`src/rtl/lfsr_gen.sv`:
```
// Parametrised Galois/Fibonacci LFSR with multi-step advance, runtime seed load,
// all-zero lock-up recovery and on-line period measurement.
module lfsr_gen #(
  parameter int unsigned       WIDTH = 16,
  parameter logic [WIDTH-1:0]  TAPS  = 16'hB400,
  parameter logic [WIDTH-1:0]  SEED  = {{(WIDTH-1){1'b0}}, 1'b1},
  parameter int unsigned       MODE  = 0,
  parameter int unsigned       STEPS = 1
) (
  input  logic             clk,
  input  logic             rst,
  input  logic             en,
  input  logic             load,
  input  logic [WIDTH-1:0] seed_in,
  output logic [WIDTH-1:0] state,
  output logic             out,
  output logic [STEPS-1:0] out_bits,
  output logic             valid,
  output logic             lockup,
  output logic             period_done,
  output logic [WIDTH:0]   period
);

  logic [WIDTH-1:0] state_q, state_d;
  logic [WIDTH-1:0] ref_q, ref_d;
  logic [WIDTH:0]   cnt_q, cnt_d;
  logic [WIDTH:0]   period_q, period_d;
  logic [STEPS-1:0] bits_q, bits_d;
  logic             valid_q, valid_d;
  logic             lockup_q, lockup_d;
  logic             done_q, done_d;

  logic [WIDTH-1:0] stepped;
  logic [STEPS-1:0] step_bits;
  logic             cnt_sat;

  // One shift of the register; result is {bit shifted out, next state}.
  function automatic logic [WIDTH:0] lfsr_step(input logic [WIDTH-1:0] s);
    logic             b;
    logic [WIDTH-1:0] n;
    if (MODE == 0) begin
      b = s[0];
      n = s >> 1;
      if (b) begin
        n = n ^ TAPS;
      end
    end else begin
      b    = s[WIDTH-1];
      n    = s << 1;
      n[0] = ^(s & TAPS);
    end
    return {b, n};
  endfunction

  always_comb begin
    logic [WIDTH-1:0] s;
    logic [WIDTH:0]   r;
    s         = state_q;
    r         = '0;
    step_bits = '0;
    for (int k = 0; k < STEPS; k++) begin
      r            = lfsr_step(s);
      step_bits[k] = r[WIDTH];
      s            = r[WIDTH-1:0];
    end
    stepped = s;
  end

  assign cnt_sat = &cnt_q;

  // Priority: load, then lock-up recovery, then stepping.
  always_comb begin
    state_d  = state_q;
    ref_d    = ref_q;
    cnt_d    = cnt_q;
    period_d = period_q;
    bits_d   = bits_q;
    valid_d  = 1'b0;
    lockup_d = 1'b0;
    done_d   = 1'b0;
    if (load) begin
      if (seed_in == '0) begin
        state_d  = SEED;
        lockup_d = 1'b1;
      end else begin
        state_d = seed_in;
      end
      ref_d = state_d;
      cnt_d = '0;
    end else if (state_q == '0) begin
      state_d  = SEED;
      ref_d    = SEED;
      cnt_d    = '0;
      lockup_d = 1'b1;
    end else if (en) begin
      state_d = stepped;
      bits_d  = step_bits;
      valid_d = 1'b1;
      if (stepped == ref_q) begin
        // A saturated count means the true period is unknown, so keep the old one.
        if (!cnt_sat) begin
          period_d = cnt_q + 1'b1;
          done_d   = 1'b1;
        end
        cnt_d = '0;
      end else if (!cnt_sat) begin
        cnt_d = cnt_q + 1'b1;
      end
    end
  end

  always_ff @(posedge clk or negedge rst) begin
    if (!rst) begin
      state_q  <= SEED;
      ref_q    <= SEED;
      cnt_q    <= '0;
      period_q <= '0;
      bits_q   <= '0;
      valid_q  <= 1'b0;
      lockup_q <= 1'b0;
      done_q   <= 1'b0;
    end else begin
      state_q  <= state_d;
      ref_q    <= ref_d;
      cnt_q    <= cnt_d;
      period_q <= period_d;
      bits_q   <= bits_d;
      valid_q  <= valid_d;
      lockup_q <= lockup_d;
      done_q   <= done_d;
    end
  end

  assign state       = state_q;
  assign out_bits    = bits_q;
  assign out         = bits_q[STEPS-1];
  assign valid       = valid_q;
  assign lockup      = lockup_q;
  assign period_done = done_q;
  assign period      = period_q;

endmodule

```
`config.mk`:
```
export PLATFORM = sky130hd
export DESIGN_NAME = lfsr_gen
export DESIGN_NICKNAME = d
export VERILOG_FILES = /design/src/rtl/lfsr_gen.sv
export SDC_FILE = /design/constraint.sdc
export NUM_CORES = 1
export LEC_CHECK = 0
export ABC_AREA = 1
export CAP_MARGIN = 0
export CORE_MARGIN = 3
export CORE_UTILIZATION = 58
export CTS_BUF_LIST = sky130_fd_sc_hd__clkbuf_16
export DETAILED_ROUTE_END_ITERATION = 7
export PLACE_DENSITY = 0.86
export SLEW_MARGIN = 20
export SYNTH_ARGS = -nofsm -noshare
export SYNTH_HDL_FRONTEND = slang
export SYNTH_SLANG_ARGS = --single-unit
```
`constraint.sdc`:
```
create_clock -name clk -period 3.2 [get_ports clk]
set_input_delay 0.64 -clock clk [delete_from_list [all_inputs] [get_ports clk]]
set_output_delay 0.64 -clock clk [all_outputs]
set_load 0.05 [all_outputs]
```
==> flow_summary.yaml <==
outcome:
  outcome: "finished, final reports clean"
floorplanning:
  dieArea_um2: 7400
  die_h_um: 86.0
  io_pins: 58
  start_util: 0.613
  die_width_um: 86.0
  coreArea_um2: 6060
  core.rowCount: 28
yosys:
  yosysSeqAreaShare: 0.472
  synth_edf_count: 0
  synthArstFlopShare: 1.00
  yosys_most_used_dff: "dfrtp_1"
  synth_fp_nets: 493
  ys_warn_count: 0
  syn-cell-area_um2: 3710
  syn_inst: 471
  synth_seq_cells: 70
  synthDistinctLibCells: 29
  avgSynthCellArea_um2: 7.89
setup_path:
  cp.arrival_ns: 1.93
  path_buf_inv: 1
  required_ns: 2.56
  cp-start-kind: "flop"
  critPathMaxStageDelay_ns: 0.87
  worst_setup_path_end_kind: "output port"
  cpMaxStageDelayCell: "clkdlybuf4s50_1"
  r2r_setup_slack_ns: 0.69
  path_max_fanout: 11
  worstSetupPathType: "reg2out"
  path_cells: "clkdlybuf4s50_1"
  cp_top_family: "buffers and inverters"
grt:
  grt_max_degree: 36
  antenna_found_initial: 0
  grt_util_met3: 0.0538
  grt_usage: 0.256
  grt-busiest-layer: "met2"
  grt_pass1_wl_mm: 14.8
  grt_pass1_vias: 3194
  overflow: 0
  use_met2: 0.388
  use_met1: 0.349
placed_design:
  dp_hpwl_mm: 6.17
  routabilityCongestion: 0.920
  io_buffers: 57
power:
  vdd_drop_max_uv: 365
  p_leak_uw: 0.00221
  power_density_nw_per_um2: 510
clock_network:
  root_buffer: "clkbuf_16"
  htree_levels: 3
  cts_tree: "yes"
  clock_sinks: 70
  ctsResizeCount: 0
  cts_setup_buffers: 0
  clk_latency_ns: 0.33
  hold_buffers: 0
  cts.clk_slew.worst_paths_ns: 0.06
  cts_buffer_depth: 2
  numCtsBuffers: 9
drt:
  vias_per_cell: 5.38
  wl_mm: 8.77
  drt_iter0_drc: 244
  firstDrtPassIters: 5
  wire_per_inst_um: 14.4
  num_vias: 3268
  drt_drc_violations_left: 0
  final_antenna_net_count: 0
final_layout:
  syn2layout_area_growth_pct: 22.7
  multi_input_area_um2: 1670
  layout_commonest_cell: "nand2_1"
  final-seq-area_um2: 1750
  drive_gt1_frac: 0.111
  diodes: 0
  nets: 550
  final_cell_mix: "nand2_1, dfrtp_1, clkdlybuf4s50_1"
  num-fill-cells: 442
timing:
  fin_setup_tns_ns: 0
  clock_skew_ns: 0.00278
  finalCriticalPeriod_ns: 2.57
  finalHoldViolations: 0
  finalSetupViolCount: 0
  post-route-period-util: 0.804
  slew_headroom: 0.635
  max_slew.worst_pin.slew_ns: 0.547
  slew_violations: 0
  fmax_ghz: 0.389
  hold_ws_ns: 0.287
  rsz0062_at_grt: "false"
run:
  maxCapViolCount: 0
hold_path:
  hold_path_class: "in2async"
-- flip-flops by register name, indices dropped and copies added, names as in the netlist --
signal / cells
out: 1
period_done: 1
state: 16
lockup: 1
valid: 1
ref_q: 16
period: 17
cnt_q: 17
-- synth_stat cells (3+ instances only) --
library cell    n  area share
o21ai_2        17       0.040
nor2_1         47       0.047
clkbuf_1        5      0.0051
nand2_2         6       0.010
xor2_1          8       0.019
nand2_4         3      0.0091
nand4_1         5      0.0084
dfrtp_1        68        0.46
nor2_2          3      0.0051
nand3_1        16       0.022
o21ai_0        45       0.061
nand2_1       165        0.17
inv_1          48       0.049
nor3_1          3      0.0040
buf_6           6       0.018
xnor2_1         5       0.012
-- routing by layer --
layer | vias to the layer above | routed length (um)
li1 | 1592 | -
met1 | 1535 | 3900
met2 | 126 | 4090
met3 | 15 | 584
met4 | 0 | 199
met5 | - | 0
-- logic make-up (layout without fill, tap and decap cells) --
logic type,count (synthesis),after routing,share of synthesized area
compound gates,69,69,0.119
xor+xnor,13,13,0.0307
fa+ha+maj,2,2,0.00674
buf+inv,63,125,0.0795
flops,70,70,0.472
simple gates,254,254,0.292
-- stage by stage --
step / instances / worst slack [ns] / util / power, uW / area, um^2
2_1_floorplan: 471 / 1.12 / - / 1280 / 3710
5_1_grt: 608 / 0.488 / 0.752 / 2420 / 4560
6_report: 608 / 0.628 / 0.752 / 2320 / 4560
3_3_place_gp: 592 / 0.804 / 0.708 / 1420 / 4290
4_1_cts: 608 / 0.632 / 0.752 / 2330 / 4560
3_5_place_dp: 592 / 0.730 / 0.708 / 1440 / 4290
-- path summary, 6_finish.rpt --
check,startpoint,end,cells past startpoint
worst max-delay path,state[0]$_DFFE_PN1P_,state[0],1
worst min-delay path,rst,cnt_q[9]$_DFFE_PN0P_,1
worst max register to register,cnt_q[0]$_DFFE_PN0P_,cnt_q[1]$_DFFE_PN0P_,12
worst min register to register,period[9]$_DFFE_PN0P_,period[9]$_DFFE_PN0P_,2
max in group asynchronous,rst,ref_q[0]$_DFFE_PN1P_,2
min in group clk,period[9]$_DFFE_PN0P_,period[9]$_DFFE_PN0P_,2
-- area by class of cell --
cell class / instances / area share
clock buffers: 9 / 0.0494
clock inverters: 7 / 0.00906
inverters: 49 / 0.0415
multi-input cells: 338 / 0.365
flip-flops and latches: 70 / 0.385
well taps: 75 / 0.0206
repair buffers: 60 / 0.129
-- power breakdown --
group	leakage, uW	switching, uW	internal [uW]	total [uW]
combinational	0.00117	295	143	438
sequential	0.000911	51.6	939	990
clock	0.000125	378	516	894
total	0.00221	724	1600	2320
Note: power is estimated with default switching activity, not from simulation.
